==> src/rtl/alu_issue_stage.sv <==
// ---------------------------------------------------------------------------
// alu_issue_stage
//   Two-entry issue buffer sitting in front of a classic AND/OR/ADD/LESS ALU.
//   Opcodes are decoded into ALU control bits when they are accepted, so each
//   buffer entry holds both operands plus the decoded controls.  Everything
//   presented downstream comes from the head-entry registers.
//
// Ports
//   Clock, Reset            rising-edge clock, asynchronous active-low reset
//   InValid/InReady         upstream handshake
//   InOp, InA, InB          opcode and operands offered upstream
//   Flush                   synchronous discard of all buffered entries
//   OutValid/OutReady       downstream (ALU) handshake
//   OutA, OutB              operands of the head entry
//   AInvert, BInvert,
//   CarryIn, Operation      decoded ALU controls of the head entry
//   IllegalOp               sticky flag, set when an illegal opcode is taken
//   IssueCount              wrapping count of completed output transfers
// ---------------------------------------------------------------------------
module alu_issue_stage #(
  parameter int WIDTH = 24,
  parameter int DEPTH = 2
) (
  input  logic             Clock,
  input  logic             Reset,
  input  logic             InValid,
  output logic             InReady,
  input  logic [2:0]       InOp,
  input  logic [WIDTH-1:0] InA,
  input  logic [WIDTH-1:0] InB,
  input  logic             Flush,
  output logic             OutValid,
  input  logic             OutReady,
  output logic [WIDTH-1:0] OutA,
  output logic [WIDTH-1:0] OutB,
  output logic             AInvert,
  output logic             BInvert,
  output logic             CarryIn,
  output logic [1:0]       Operation,
  output logic             IllegalOp,
  output logic [15:0]      IssueCount
);

  localparam logic [1:0] LP_FULL = 2'(DEPTH);

  // Slot 0 is always the head; slot 1 only holds data when two are buffered.
  logic [WIDTH-1:0] r_a0, r_b0, r_a1, r_b1;
  logic [4:0]       r_ctrl0, r_ctrl1;
  logic [1:0]       r_count;
  logic [15:0]      r_issue;
  logic             r_illegal;

  logic [4:0]       w_ctrl;
  logic             w_legal;
  logic             w_take;
  logic             w_push;
  logic             w_pop;
  logic             w_toSlot1;

  // Controls packed as {AInvert, BInvert, CarryIn, Operation[1:0]}.
  always_comb begin
    w_legal = 1'b1;
    w_ctrl  = 5'b00000;
    case (InOp)
      3'b000:  w_ctrl = 5'b00000;
      3'b001:  w_ctrl = 5'b00001;
      3'b010:  w_ctrl = 5'b00010;
      3'b011:  w_ctrl = 5'b01110;
      3'b100:  w_ctrl = 5'b01111;
      3'b101:  w_ctrl = 5'b11000;
      default: w_legal = 1'b0;
    endcase
  end

  // InReady depends on registered occupancy only, never on OutReady.
  assign InReady  = (r_count < LP_FULL);
  assign OutValid = (r_count != 2'd0);

  assign w_take = InValid && InReady && !Flush;
  assign w_push = w_take && w_legal;
  assign w_pop  = OutValid && OutReady && !Flush;

  // A push lands behind the head unless the head leaves on the same edge,
  // in which case the new entry becomes the head directly.
  assign w_toSlot1 = (r_count == 2'd1) && !w_pop;

  always_ff @(posedge Clock or negedge Reset) begin
    if (!Reset) begin
      r_count <= 2'd0;
      r_a0    <= '0;
      r_b0    <= '0;
      r_ctrl0 <= '0;
      r_a1    <= '0;
      r_b1    <= '0;
      r_ctrl1 <= '0;
    end else if (Flush) begin
      r_count <= 2'd0;
    end else begin
      r_count <= r_count + {1'b0, w_push} - {1'b0, w_pop};
      if (w_pop) begin
        r_a0    <= r_a1;
        r_b0    <= r_b1;
        r_ctrl0 <= r_ctrl1;
      end
      if (w_push) begin
        if (w_toSlot1) begin
          r_a1    <= InA;
          r_b1    <= InB;
          r_ctrl1 <= w_ctrl;
        end else begin
          r_a0    <= InA;
          r_b0    <= InB;
          r_ctrl0 <= w_ctrl;
        end
      end
    end
  end

  always_ff @(posedge Clock or negedge Reset) begin
    if (!Reset) begin
      r_issue <= 16'd0;
    end else if (w_pop) begin
      r_issue <= r_issue + 16'd1;
    end
  end

  always_ff @(posedge Clock or negedge Reset) begin
    if (!Reset) begin
      r_illegal <= 1'b0;
    end else if (w_take && !w_legal) begin
      r_illegal <= 1'b1;
    end
  end

  // Stale slot contents stay hidden while the buffer is empty.
  assign OutA       = OutValid ? r_a0 : '0;
  assign OutB       = OutValid ? r_b0 : '0;
  assign AInvert    = OutValid & r_ctrl0[4];
  assign BInvert    = OutValid & r_ctrl0[3];
  assign CarryIn    = OutValid & r_ctrl0[2];
  assign Operation  = OutValid ? r_ctrl0[1:0] : 2'b00;
  assign IllegalOp  = r_illegal;
  assign IssueCount = r_issue;

endmodule

==> config.mk <==
export PLATFORM = sky130hd
export DESIGN_NAME = alu_issue_stage
export DESIGN_NICKNAME = d
export VERILOG_FILES = /design/src/rtl/alu_issue_stage.sv
export SDC_FILE = /design/constraint.sdc
export NUM_CORES = 1
export LEC_CHECK = 0
export ABC_AREA = 1
export CELL_PAD_IN_SITES_DETAIL_PLACEMENT = 1
export CELL_PAD_IN_SITES_GLOBAL_PLACEMENT = 2
export CORE_ASPECT_RATIO = 0.6
export CORE_UTILIZATION = 31
export CTS_BUF_LIST = sky130_fd_sc_hd__clkbuf_8
export DETAILED_ROUTE_END_ITERATION = 8
export HOLD_SLACK_MARGIN = 0.03
export PLACE_DENSITY_LB_ADDON = 0.1
export SYNTH_ARGS = -nofsm -noshare
export SYNTH_HDL_FRONTEND = slang
export SYNTH_SLANG_ARGS = --single-unit
==> constraint.sdc <==
create_clock -name Clock -period 4.03 [get_ports Clock]
set_input_delay 0.6045 -clock Clock [delete_from_list [all_inputs] [get_ports Clock]]
set_output_delay 0.6045 -clock Clock [all_outputs]
set_load 0.01 [all_outputs]
==> results of run 1 <==
-- cell families (layout without fill, tap and decap cells) --
logic type / count (synthesis) / after routing
simple gates: 419 / 419
compound gates: 121 / 121
xor+xnor: 8 / 8
buf+inv: 173 / 299
flops: 125 / 125
fa+ha+maj: 3 / 3
-- power breakdown --
part	internal [mW]	switching, mW
combinational	0.814	0.983
clock	0.627	0.498
sequential	1.80	0.268
-- layout make-up --
type	instances	area, um2	area share, %
Clock inverter	12	131.4	1.633
Multi-Input combinational cell	551	2352	29.25
Sequential cell	125	3128	38.89
Timing Repair Buffer	134	1334	16.58
Inverter	134	503.0	6.254
Clock buffer	19	261.5	3.251
Tap cell	266	332.8	4.138
-- worst max-delay path: cells and delay by family, from the launching register on --
kind	cells	cell delay, ns
buffers and inverters	2	0.92
DFF	1	0.46
and+or+nand+nor	2	0.68
-- sequential cells by signal, indices dropped and copies added (netlist names) --
register,flops
r_a1,24
r_ctrl0,5
r_ctrl1,5
r_a0,24
r_count,2
r_b0,24
IllegalOp,1
IssueCount,16
r_b1,24
-- Yosys cell counts --
master    number  area, um2
nand2_2        1      6.260
nor2_1       233      874.6
nor2_2         1      6.260
o21ai_1       35      175.2
dfrtp_1      125       3128
buf_4          5      37.54
a21oi_1        2      10.01
nand3_1        7      35.03
nand4_1        4      25.02
nand2_1      169      634.4
nand3b_1       1      7.510
o21ai_0       83      415.4
inv_2          6      22.52
inv_1        128      480.5
nor3_2         1      10.01
xor2_1         4      35.03
buf_2         22      110.1
ha_1           3      37.54
o21bai_1       1      7.510
nor2_4         2      22.52
xnor2_1        4      35.03
clkbuf_1      10      37.54
buf_6          2      22.52
-- per-stage QoR --
stage	hold slack, ns	power [mW]
3_3_place_gp	0.4766	3.804
4_1_cts	0.2775	5.079
2_1_floorplan	0.3089	3.118
5_1_grt	0.3182	5.425
6_report	0.2485	4.993
3_5_place_dp	0.4698	3.926
-- path summary, 6_finish.rpt --
kind,to,depth (start not counted)
worst min register to register,IllegalOp,1
worst min-delay path,IssueCount[5],1
worst max-delay path,Operation[0],4
min in group Clock,IllegalOp,1
max in group asynchronous,r_b1[6],2
worst max register to register,r_ctrl0[3],8
-- routing by layer --
layer	track usage (%)	part of all wire, %	vias to the layer above
li1	-	-	2771
met1	25.48	50	2725
met2	29.90	45	86
met3	3.533	3.5	15
met4	5.889	1.1	0
met5	0	0	-
==> metrics.md, run 1 <==
| Metric | Value |
|---|---|
| Post-CTS Setup Inserts | 0 |
| Hold-fix buffers, CTS | 0 |
| Core region area | 19,270 um2 |
| Area post-placement | 7650 um2 |
| Post-synthesis compound-gate area fraction | 9.846% |
| Setup crit end kind | primary output |
| Crit start category | register |
| Largest net degree at the start of global routing | 107 |
| Post-route cell area | 8043 um2 |
| CP Class | register to primary output |
| Via Count | 5,597 |
| Post-synthesis mux area share | 0% |
| Outcome | completed |
| Lkg Pwr | 3.963 nW |
| Slowest-stage cell, CP | nor2_4 |
| Worst EP required | 3.43 ns |
| Fraction of layout cells with a size suffix above 1 | 4.821% |
| Power per cell area | 620.9 nW/um2 |
| Crit path from | r_count[1] |
| Syn_nets | 908 |
| CP peak stage delay | 0.57 ns |
| Layout fillers | 2,375 |
| Post-synthesis sequential area ratio | 50.65% |
| Total Neg Setup Slack | 0 ns |
| Port bufs | 127 |
| Clock Root Buffer | clkbuf_8 |
| Relative slew margins | 24.82% |
| Residual DRC | 0 |
| Final WL | 17,740 um |
| WL per Instance | 14.29 um |
| WP data arrival | 2.51 ns |
| Post-DP HPWL | 11,850 um |
| Xor and xnor area share after synthesis | 1.135% |
| Fin cells | 1,241 |
| Final hold viol count | 0 |
| Antenna cells | 0 |
| Max clock buf depth | 2 |
| Synth Cell Area | 6176 um2 |
| Dpl ws | 1.160 ns |
| Max cap viols | 0 |
| Post-cts resize count | 0 |
| Crit-path cells | nor2_4, buf_4, nor2_1, clkdlybuf4s50_1 |
| YS warnings | 0 |
| RSZ-0062 raised after global routing | false |
| Row cnt | 39 |
| Initial Util | 32.04% |
| Synth Area in Simple Gates | 26.26% |
| Largest family of logic cells by synthesized area | simple AND/OR/NAND/NOR gates |
| Synth Area per Inst | 7.274 um2 |
| Adder-Cell Fraction of Synth Area | 0.6078% |
| First-pass DRT Iterations | 5 |
| Die area | 20,510 um2 |
| CTS tree | built |
| Clk_lat worst skew | 0.45 ns |
| HP Class | primary input to asynchronous set/reset pin |
| GR Util All Layers | 18.65% |
| Die H | 111.3 um |
| Placed insts | 1,210 |
| FMAX | 0.3213 GHz |
| Max Clock Skew | 0.01562 ns |
| Final Cycle Share | 77.22% |
| Most common cell after layout, fill and taps aside | nor2_1 |
| Initial antenna violation count | 0 |
| Die X-Extent | 184.2 um |
| Crit-path max FO | 27 |
| Global-route wire length before repair | 30,070 um |
| Worst r2r src | r_count[1] |
| Max Slew Vio Count | 0 |
| Final setup margin | 0.9181 ns |
| Clk slew on worst S/H paths | 0.08 ns |
| Placer Congestion | 0.7462 |
| Synth-to-layout area growth | 30.23% |
| Num CTS Buffers | 17 |
| H-tree depth | 4 |
| Tightest Pin Transition | 1.126 ns |
| Boundary pin count | 128 |
| Nets | 1,022 |
| Number of synthesized register bits | 125 |
| Global route overflow | 0 |
| Vias per Instance | 4.510 |
| Vias in the first global route | 6,014 |
| Iter 0 DRT Violations | 274 |
| Synth cell types | 23 |
| Most frequent cells in the layout | nor2_1 (232), nand2_1 (168), inv_1 (133) |
| Final Setup Violations | 0 |
| Final Critical Period | 3.112 ns |
| Core Util, Final | 41.73% |
| Peak supply drop | 0.0002572 V |
| Sink Count | 125 |
| Post-route ant nets | 0 |
| Synth Instances | 849 |
| Reg-to-reg slack, setup | 1.77 ns |
Power figures use the tool's default switching activity.
==> inputs of run 2 (changes only) <==
--- a/config.mk
+++ b/config.mk
@@ -9,7 +9,7 @@
 export CELL_PAD_IN_SITES_DETAIL_PLACEMENT = 1
 export CELL_PAD_IN_SITES_GLOBAL_PLACEMENT = 2
 export CORE_ASPECT_RATIO = 0.6
-export CORE_UTILIZATION = 31
+export CORE_UTILIZATION = 30
 export CTS_BUF_LIST = sky130_fd_sc_hd__clkbuf_8
 export DETAILED_ROUTE_END_ITERATION = 8
 export HOLD_SLACK_MARGIN = 0.03
==> constraint.sdc (replaced) <==
create_clock -name Clock -period 3.24 [get_ports Clock]
set_input_delay 0.486 -clock Clock [delete_from_list [all_inputs] [get_ports Clock]]
set_output_delay 0.486 -clock Clock [all_outputs]
set_load 0.01 [all_outputs]
==> run 2 against run 1 <==
Final cell count is 0.73% higher. Sequential cell count is the same. Hold slack worse by 0.19 ns. Clock-buffer cell count stayed put. First-iteration DRC count down 30%. Total power up 28%. Via count grew 0.57%. Largest cell class unchanged.
==> metrics.md, run 2 (same netlist as run 1, synthesis figures left out) <==
| Metric | Value |
|---|---|
| Storage cell area | 3128 um2 (unchanged) |
| Max Clock Skew | 0.02086 ns (+0.005234 ns) |
| Peak supply drop | 0.0003015 V (+17%) |
| Area occupied by multi-input gates | 2352 um2 (unchanged) |
| Fraction of layout cells with a size suffix above 1 | 5.425% (+0.60 points) |
| Clk slew on worst S/H paths | 0.08 ns (about the same) |
| Worst EP required | 2.75 ns (-0.68 ns) |
| Final hold viol count | 0 (unchanged) |
| RSZ-0062 raised after global routing | false |
| Row cnt | 40 (+2.6%) |
| Tightest Pin Transition | 1.097 ns (-0.02885 ns) |
| Via Count | 5,629 (+0.57%) |
| Final Cycle Share | 77.94% |
| First-pass DRT Iterations | 6 (+1) |
| Initial Util | 30.77% (-1.3 points) |
| Layout fillers | 2,477 (+4.3%) |
| Boundary pin count | 128 (unchanged) |
| Vias per Instance | 4.503 (-0.15%) |
| Final Setup Violations | 0 (unchanged) |
| Num CTS Buffers | 17 (unchanged) |
| Synth-to-layout area growth | 31.62% |
| Hold-fix buffers, CTS | 0 (unchanged) |
| H-tree depth | 4 (unchanged) |
| Relative slew margins | 26.75% (+1.9 points) |
| FMAX | 0.3960 GHz |
| Post-DP HPWL | 11,450 um (-3.3%) |
| Hold slack | 0.05692 ns (-0.1915 ns) |
| Core region area | 20,070 um2 (+4.1%) |
| Final WL | 17,570 um (-0.91%) |
| Dpl ws | 0.5908 ns (-0.5694 ns) |
| CP Class | register to primary output |
| Clock Root Buffer | clkbuf_8 |
| Nets | 1,023 (+0.098%) |
| Die X-Extent | 187.2 um (+1.6%) |
| Clk_lat worst skew | 0.46 ns (about the same) |
| Iter 0 DRT Violations | 191 (-30%) |
| Post-route ant nets | 0 (unchanged) |
| Residual DRC | 0 (unchanged) |
| Worst r2r src | r_count[0] |
| Setup crit end kind | primary output |
| Post-cts resize count | 0 (unchanged) |
| WP data arrival | 2.04 ns (-0.47 ns) |
| Max clock buf depth | 2 (unchanged) |
| GR Util All Layers | 17.84% (-0.82 points) |
| R2R Path End | r_b0[9] |
| Final setup margin | 0.7148 ns (-0.2033 ns) |
| Port bufs | 127 (unchanged) |
| Reg2Reg Depth | 6 (-2) |
| Max Slew Vio Count | 0 (unchanged) |
| Most frequent cells in the layout | nor2_1 (232), nand2_1 (168), inv_1 (129) |
| Reg-to-reg slack, setup | 1.24 ns (-0.53 ns) |
| Area post-placement | 7679 um2 (+0.38%) |
| Sink Count | 125 (unchanged) |
| Post-route cell area | 8129 um2 (+1.1%) |
| Outcome | completed |
| Most common cell after layout, fill and taps aside | nor2_1 |
| Initial antenna violation count | 0 (unchanged) |
| Crit path from | r_count[1] |
| Lkg Pwr | 3.987 nW (+0.59%) |
| Final Critical Period | 2.525 ns |
| CTS tree | built |
| Total Neg Setup Slack | 0 ns (unchanged) |
| Placer Congestion | 0.7327 (-1.8%) |
| Global-route wire length before repair | 29,670 um (-1.3%) |
| Max cap viols | 0 (unchanged) |
| Die H | 113.1 um (+1.6%) |
| HP Class | primary input to asynchronous set/reset pin |
| Antenna cells | 0 (unchanged) |
| Post-CTS Setup Inserts | 0 (unchanged) |
| Global route overflow | 0 (unchanged) |
| Power per cell area | 783.8 nW/um2 (+26%) |
| Vias in the first global route | 5,972 (-0.70%) |
| Largest net degree at the start of global routing | 113 (+5.6%) |
| Crit start category | register |
| Die area | 21,180 um2 (+3.3%) |
| WL per Instance | 14.06 um (-1.6%) |
| Crit-path max FO | 28 (+3.7%) |
[run 2: cell types whose count changed in the layout (fill, tap and decap cells not counted), sizes merged]
cell    previous run  this run
clkinv             3         6
inv              139       136
buf                8         9
bufinv             3         4
[run 2: cell type report]
class / instances / area share, %
flip-flops and latches: 125 / 38.48
multi-input cells: 551 / 28.94
repair buffers: 135 / 16.65
inverters: 134 / 6.187
well taps: 273 / 4.202
clock buffers: 19 / 3.217
clock inverters: 13 / 2.324
[run 2: layer usage]
| layer | up-vias | wire, um | track usage, % |
|---|---|---|---|
| met4 | 0 | 187 | 5.902 |
| li1 | 2768 | - | - |
| met1 | 2745 | 8365 | 22.48 |
| met2 | 98 | 8425 | 30.04 |
| met3 | 18 | 596 | 4.404 |
| met5 | - | 0 | 0 |
[run 2: stage by stage]
| step | instances | total power, mW | util (%) |
|---|---|---|---|
| finish | 1250 | 6.371 | 40.51 |
| global placement | 1218 | 4.730 | 38.26 |
| global route | 1250 | 6.904 | 40.51 |
| floorplan | 849 | 3.878 | - |
| CTS | 1250 | 6.484 | 40.51 |
| detailed placement | 1218 | 4.872 | 38.26 |
[run 2: worst max path at each step]
stage / endpoint / slack, ns
detailed placement: r_b0[13] / 0.59
global route: OutA[20] / 0.57
floorplan: r_count[1] / 1.31
finish: OutA[17] / 0.71
global placement: r_ctrl0[1] / 0.66
CTS: OutA[17] / 0.64
[run 2: where the power goes]
group	internal, mW	switching [mW]
registers	2.24	0.329
clock network	0.883	0.685
logic	1.02	1.21
[run 2: critical path: stages (launching register included)]
cell and delay (ns):
dfrtp_1 0.46, nor2_4 0.15, buf_4 0.34, nor2_1 0.11
clkdlybuf4s50_1 0.51
